**config.mk**
```make
export PLATFORM = sky130hd
export DESIGN_NAME = store_lane_packer_flat
export DESIGN_NICKNAME = d
export VERILOG_FILES = /design/src/rtl/store_lane_packer_if.sv /design/src/rtl/store_lane_packer.sv /design/src/flat_wrapper.sv
export SDC_FILE = /design/constraint.sdc
export NUM_CORES = 1
export LEC_CHECK = 0
export ABC_AREA = 1
export CAP_MARGIN = 5
export CORE_AREA = 2 2 128 130
export DETAILED_ROUTE_END_ITERATION = 6
export DIE_AREA = 0 0 130 132
export GPL_ROUTABILITY_DRIVEN = 0
export PLACE_DENSITY_LB_ADDON = 0.25
export SLEW_MARGIN = 20
export SYNTH_ARGS = -nofsm -noshare
export SYNTH_HDL_FRONTEND = slang
export SYNTH_SLANG_ARGS = --single-unit
```
**constraint.sdc**
```tcl
create_clock -name clk -period 4.04 [get_ports clk]
set_input_delay 0.606 -clock clk [delete_from_list [all_inputs] [get_ports clk]]
set_output_delay 0.606 -clock clk [all_outputs]
set_load 0.02 [all_outputs]
```
**src/rtl/store_lane_packer_if.sv**
```systemverilog
// Store-request / data-memory write bundle for store_lane_packer.
//   master : MEM-stage + memory side (drives requests, drives mem_ready)
//   slave  : the packer (accepts requests, issues memory writes, flags errors)
// Signals:
//   req_valid/req_ready/req_addr/req_data/req_size  store request handshake
//   mem_valid/mem_ready/mem_addr/mem_wdata/mem_be   data-memory write handshake
//   err/err_addr                                    misalignment / illegal-size report
interface store_lane_packer_if #(
  parameter int ADDR_W = 32
);
  logic              req_valid;
  logic              req_ready;
  logic [ADDR_W-1:0] req_addr;
  logic [31:0]       req_data;
  logic [1:0]        req_size;
  logic              mem_valid;
  logic              mem_ready;
  logic [ADDR_W-1:0] mem_addr;
  logic [31:0]       mem_wdata;
  logic [3:0]        mem_be;
  logic              err;
  logic [ADDR_W-1:0] err_addr;

  modport master (
    output req_valid, req_addr, req_data, req_size, mem_ready,
    input  req_ready, mem_valid, mem_addr, mem_wdata, mem_be, err, err_addr
  );

  modport slave (
    input  req_valid, req_addr, req_data, req_size, mem_ready,
    output req_ready, mem_valid, mem_addr, mem_wdata, mem_be, err, err_addr
  );
endinterface

```
**src/rtl/store_lane_packer.sv**
```systemverilog
// store_lane_packer: narrows a register value to SB/SH/SW, places it in the
// correct byte lanes with byte enables, queues it in a DEPTH-entry FIFO and
// issues it to data memory over valid/ready.
// Ports:
//   clk  rising-edge clock
//   rst  synchronous active-high reset
//   bus  store_lane_packer_if.slave (request side in, memory side out, err)
// Optional build macro: STORE_SPLIT_EN
//   undefined : misaligned half/word requests are rejected with an err pulse
//   defined   : half at lane 1 is a single write; half at lane 3 and word at
//               lane != 0 are split into two word-aligned writes
module store_lane_packer #(
  parameter int DEPTH  = 2,
  parameter int ADDR_W = 32
) (
  input logic                clk,
  input logic                rst,
  store_lane_packer_if.slave bus
);

  localparam int PW = (DEPTH > 1) ? $clog2(DEPTH) : 1;
  localparam int CW = PW + 1;

  logic [PW-1:0]     rd_ptr;
  logic [PW-1:0]     wr_ptr;
  logic [PW-1:0]     wr_ptr1;
  logic [CW-1:0]     count;
  logic [ADDR_W-1:0] addr_q  [DEPTH];
  logic [31:0]       wdata_q [DEPTH];
  logic [3:0]        be_q    [DEPTH];
  logic              err_r;
  logic [ADDR_W-1:0] err_addr_r;

  logic [1:0]        lane;
  logic [ADDR_W-1:0] waddr;
  logic              legal;
  logic              two;
  logic [3:0]        be0;
  logic [3:0]        be1;
  logic [31:0]       wd0;
  logic [31:0]       wd1;
  logic              ready;
  logic              acc;
  logic              pop;
  logic [1:0]        push_n;
`ifdef STORE_SPLIT_EN
  logic [31:0]       datum;
  logic [2:0]        rem;
`endif

  // Request formatting: everything below is decided combinationally from the
  // request and written into the FIFO at the accepting edge.
  always_comb begin
    lane  = bus.req_addr[1:0];
    waddr = {bus.req_addr[ADDR_W-1:2], 2'b00};
    legal = 1'b0;
    two   = 1'b0;
    be0   = 4'b0000;
    be1   = 4'b0000;
    wd0   = 32'h0;
    wd1   = 32'h0;
`ifdef STORE_SPLIT_EN
    datum = (bus.req_size == 2'b01) ? {16'h0, bus.req_data[15:0]} : bus.req_data;
    rem   = 3'd4 - {1'b0, lane};
`endif
    case (bus.req_size)
      2'b00: begin
        legal = 1'b1;
        be0   = 4'b0001 << lane;
        wd0   = {4{bus.req_data[7:0]}};
      end
      2'b01: begin
        // Aligned halves sit at lane 0 or 2, where the rotation is zero.
        if (!lane[0]) begin
          legal = 1'b1;
          be0   = 4'b0011 << lane;
          wd0   = {2{bus.req_data[15:0]}};
        end
`ifdef STORE_SPLIT_EN
        else if (lane == 2'd1) begin
          legal = 1'b1;
          be0   = 4'b0110;
          wd0   = {8'h0, bus.req_data[15:0], 8'h0};
        end else begin
          legal = 1'b1;
          two   = 1'b1;
        end
`endif
      end
      2'b10: begin
        if (lane == 2'd0) begin
          legal = 1'b1;
          be0   = 4'b1111;
          wd0   = bus.req_data;
        end
`ifdef STORE_SPLIT_EN
        else begin
          legal = 1'b1;
          two   = 1'b1;
        end
`endif
      end
      default: ;
    endcase
`ifdef STORE_SPLIT_EN
    // Split: the low bytes of the datum fill the top lanes of this word,
    // the leftover high bytes start at lane 0 of the next word.
    if (two) begin
      be0 = 4'b1111 << lane;
      wd0 = datum << {lane, 3'b000};
      be1 = (bus.req_size == 2'b01) ? 4'b0001 : ~be0;
      wd1 = datum >> {rem, 3'b000};
    end
`endif
  end

  // Two free slots are demanded so a split never has to look at occupancy.
  assign ready   = !rst && (count <= CW'(DEPTH - 2));
  assign acc     = bus.req_valid && ready;
  assign pop     = (count != '0) && bus.mem_ready;
  assign push_n  = (acc && legal) ? (two ? 2'd2 : 2'd1) : 2'd0;
  assign wr_ptr1 = wr_ptr + PW'(1);

  // Control state
  always_ff @(posedge clk) begin
    if (rst) begin
      rd_ptr     <= '0;
      wr_ptr     <= '0;
      count      <= '0;
      err_r      <= 1'b0;
      err_addr_r <= '0;
    end else begin
      if (pop) rd_ptr <= rd_ptr + PW'(1);
      wr_ptr <= wr_ptr + PW'(push_n);
      count  <= count + CW'(push_n) - CW'(pop);
      err_r  <= acc && !legal;
      if (acc && !legal) err_addr_r <= bus.req_addr;
    end
  end

  // FIFO storage
  always_ff @(posedge clk) begin
    if (acc && legal) begin
      addr_q[wr_ptr]  <= waddr;
      wdata_q[wr_ptr] <= wd0;
      be_q[wr_ptr]    <= be0;
      if (two) begin
        addr_q[wr_ptr1]  <= waddr + ADDR_W'(4);
        wdata_q[wr_ptr1] <= wd1;
        be_q[wr_ptr1]    <= be1;
      end
    end
  end

  // Outputs: head of the FIFO; stale when empty.
  assign bus.req_ready = ready;
  assign bus.mem_valid = (count != '0);
  assign bus.mem_addr  = addr_q[rd_ptr];
  assign bus.mem_wdata = wdata_q[rd_ptr];
  assign bus.mem_be    = be_q[rd_ptr];
  assign bus.err       = err_r;
  assign bus.err_addr  = err_addr_r;

endmodule

```
**src/flat_wrapper.sv**
```systemverilog
// flat-port wrapper written by rule: the top's interface ports become plain ports
module store_lane_packer_flat 
#(
  parameter int DEPTH  = 2,
  parameter int ADDR_W = 32
)
  (clk, rst, bus_req_valid, bus_req_addr, bus_req_data, bus_req_size, bus_mem_ready, bus_req_ready, bus_mem_valid, bus_mem_addr, bus_mem_wdata, bus_mem_be, bus_err, bus_err_addr);
  store_lane_packer_if #(.ADDR_W(ADDR_W)) bus_i ();
  input logic clk;
  input logic rst;
  input wire logic [$bits(bus_i.req_valid)-1:0] bus_req_valid;
  input wire logic [$bits(bus_i.req_addr)-1:0] bus_req_addr;
  input wire logic [$bits(bus_i.req_data)-1:0] bus_req_data;
  input wire logic [$bits(bus_i.req_size)-1:0] bus_req_size;
  input wire logic [$bits(bus_i.mem_ready)-1:0] bus_mem_ready;
  output wire logic [$bits(bus_i.req_ready)-1:0] bus_req_ready;
  output wire logic [$bits(bus_i.mem_valid)-1:0] bus_mem_valid;
  output wire logic [$bits(bus_i.mem_addr)-1:0] bus_mem_addr;
  output wire logic [$bits(bus_i.mem_wdata)-1:0] bus_mem_wdata;
  output wire logic [$bits(bus_i.mem_be)-1:0] bus_mem_be;
  output wire logic [$bits(bus_i.err)-1:0] bus_err;
  output wire logic [$bits(bus_i.err_addr)-1:0] bus_err_addr;
  assign bus_i.req_valid = bus_req_valid;
  assign bus_i.req_addr = bus_req_addr;
  assign bus_i.req_data = bus_req_data;
  assign bus_i.req_size = bus_req_size;
  assign bus_i.mem_ready = bus_mem_ready;
  assign bus_req_ready = bus_i.req_ready;
  assign bus_mem_valid = bus_i.mem_valid;
  assign bus_mem_addr = bus_i.mem_addr;
  assign bus_mem_wdata = bus_i.mem_wdata;
  assign bus_mem_be = bus_i.mem_be;
  assign bus_err = bus_i.err;
  assign bus_err_addr = bus_i.err_addr;
  store_lane_packer #(.DEPTH(DEPTH), .ADDR_W(ADDR_W)) u_core (.clk(clk), .rst(rst), .bus(bus_i));
endmodule
```
==> results by group <==
Outcome
  – Status: finished clean

Logic synthesis
  – Seq/Total Area, Yosys: 0.693
  – Syn avg cell area: 12.5 um2
  – Synth async-reset ratio: 0
  – Post-synth top area cell: edfxtp_1
  – Synth Instances: 546
  – Yosys warnings: 0
  – Synth top area share: 0.582
  – Ranking of synthesized cells by area: edfxtp_1 (58%), dfxtp_1 (11%), mux2_2 (11%), nand2_1 (6.1%), nor2_1 (4.3%)
  – Most common flop cell mapped by yosys: edfxtp_1
  – EDFF count, synth: 132
  – Flops & latches, synth: 170
  – Cell variety after synth: 25
  – Mapped Area: 6810 um2

GRT
  – GR Util All Layers: 0.185
  – First-pass GRT wire length: 23,800 um
  – Remaining global-route overflow: 0
  – Initial antenna violation count: 0
  – Vias in the first global route: 4,524
  – Largest net degree at the start of global routing: 66

Critical path
  – Reg-to-Reg End: u_core.addr_q[0][19]$_DFFE_PP_
  – CP Data Required Time: 3.43 ns
  – Kind of critical path: flip-flop to output pin
  – R2R cell count: 7
  – Worst-path fanout max: 40
  – Worst Path Arrival: 2.18 ns
  – Setup crit start kind: flip-flop
  – Worst Setup End Kind: output pin
  – Reg2reg setup slack: 1.99 ns
  – Reg2reg start: u_core.count[1]$_SDFF_PP0_

Timing
  – Max-slew violations: 0
  – Final worst-path cycle share: 0.689
  – Min cycle time layout: 2.78 ns
  – Post-route setup TNS: 0 ns
  – RSZ-0062 raised after global routing: false
  – Setup violators final: 0
  – Endpoints failing hold: 0
  – Fmax: 360 MHz
  – Clock Skew: 0.00404 ns
  – Slew @ Worst Pin: 0.648 ns
  – Max-slew headroom: 0.567

Finish
  – Commonest non-fill, non-tap cell in the layout: clkdlybuf4s50_1
  – # nets final: 793
  – Share of layout cells above drive strength 1: 0.163
  – Commonest non-fill, non-tap cells in the layout: clkdlybuf4s50_1 (170), edfxtp_1 (132), nand2_1 (111), nor2_1 (77), mux2_2 (66)
  – N_diodes: 0
  – Final instance area: 9430 um2
  – Non-filler cells, final: 950
  – Area grow syn2layout: 38.4%

Floorplan
  – Die Height: 132 um
  – I/O pins: 173
  – Core region area: 15,700 um2
  – Die Footprint: 17,200 um2
  – Cell Rows: 46
  – Initial core utilization: 0.434
  – Die X: 130 um

Placed design
  – Inst Count DP: 918
  – Buffers on Ports: 170
  – Area after DPL: 8740 um2
  – DP HPWL: 10,700 um

Power and ir drop
  – Leakage power: 3.56 nW
  – Power Dens Cells: 583 nW/um2
  – VDD IR max: 0.000313 V

Detailed routing
  – Routed wire length: 15,600 um
  – DRC violations left: 0
  – Vias per cell: 4.76
  – Drt initial violations: 274
  – Final ANT Viol Nets: 0
  – Routed len/inst: 16.5 um
  – DR vias: 4,523
  – DRT Pass-1 Iters: 5

Clock tree
  – Clock Sinks: 170
  – Post-CTS Hold Buffers: 0
  – CTS resizes: 0
  – CTS tree: yes
  – Clock transition at path regs: 0.06 ns
  – Clock Latency Late Sink: 0.42 ns
  – Bufs on Longest Clock Path: 2
  – Total CTS buffers: 17
  – Root Buffer: clkbuf_16
  – Number of setup buffers added after CTS: 0
  – Max H-tree Level: 4

Hold path
  – HP Start: u_core.rd_ptr$_SDFFE_PP0P_
  – Hold depth: 1
  – Worst hold path type: flip-flop to flip-flop

Run
  – Max-cap violation count: 0
[worst max-delay path, cell delays in order, from the launching register on]
cell,delay (ns)
dfxtp_2,0.32
buf_4,0.44
mux2_2,0.41
clkdlybuf4s50_1,0.57
[cell usage after synthesis, types with 5 or more instances]
cell,instances
buf_6,6
o211ai_1,10
clkbuf_1,7
nand2_1,111
buf_2,7
inv_1,52
o21ai_0,6
dfxtp_1,38
inv_2,5
edfxtp_1,132
nor2_1,78
mux2_2,66
nand3_1,6
[cell type report]
cell class | count | area, um2
multi-input combinational | 297 | 1760
sequential | 170 | 4730
fill | 1292 | 6280
timing repair buffer | 177 | 1770
tap | 216 | 270
inverter | 58 | 218
clock inverter | 8 | 149
clock buffer | 24 | 546
[cell families (layout without fill, tap and decap cells)]
kind of cell | Yosys count | in the layout | synth area share
fa+ha+maj | 2 | 2 | 0.00367
compound gates | 23 | 23 | 0.0222
xor+xnor | 1 | 1 | 0.00129
buf+inv | 80 | 267 | 0.0531
flops | 170 | 170 | 0.693
other cells | 1 | 2 | 0.000550
simple gates | 203 | 203 | 0.117
mux | 66 | 66 | 0.109
[through the flow]
step	setup WS [ns]	total power, mW	utilization	hold WS (ns)
floorplan	0.874	3.03	-	0.426
global placement	1.00	3.70	0.556	0.430
detailed placement	0.941	3.71	0.556	0.441
CTS	1.19	5.57	0.600	0.452
global route	1.14	5.74	0.600	0.473
finish	1.26	5.50	0.600	0.452
[power by group]
group / switching (mW) / internal, mW
Sequential: 0.0519 / 2.03
Combinational: 0.821 / 0.752
Clock: 0.644 / 1.20
Total: 1.52 / 3.98
[flip-flops by register name, summed over array words and instances (netlist names), named ones only]
signal	count
u_core.be_q	8
u_core.bus.err	1
u_core.bus.err_addr	32
u_core.count	2
u_core.rd_ptr	1
u_core.wdata_q	64
u_core.wr_ptr	1
u_core.addr_q	60
[per-layer routing]
layer  vias up  track usage  share of wire
li1       2179            -              -
met1      2146        0.228           0.40
met4         0       0.0765          0.023
met2       176        0.301           0.49
met5         -            0              0
met3        22       0.0580          0.083
[worst max-delay path by stage]
| stage | start | endpoint | slack, ns |
|---|---|---|---|
| 3_3_place_gp | bus_req_size[0] | u_core.addr_q[0][25]$_DFFE_PP_ | 1.00 |
| 4_1_cts | flip-flop | bus_mem_wdata[5] | 1.19 |
| 5_1_grt | flip-flop | bus_mem_wdata[0] | 1.14 |
| 3_5_place_dp | bus_req_size[1] | u_core.wdata_q[0][11]$_DFFE_PP_ | 0.94 |
| 6_report | flip-flop | bus_mem_wdata[5] | 1.26 |
| 2_1_floorplan | bus_req_addr[0] | u_core.addr_q[1][0]$_DFFE_PP_ | 0.87 |
Power figures use the tool's default switching activity.
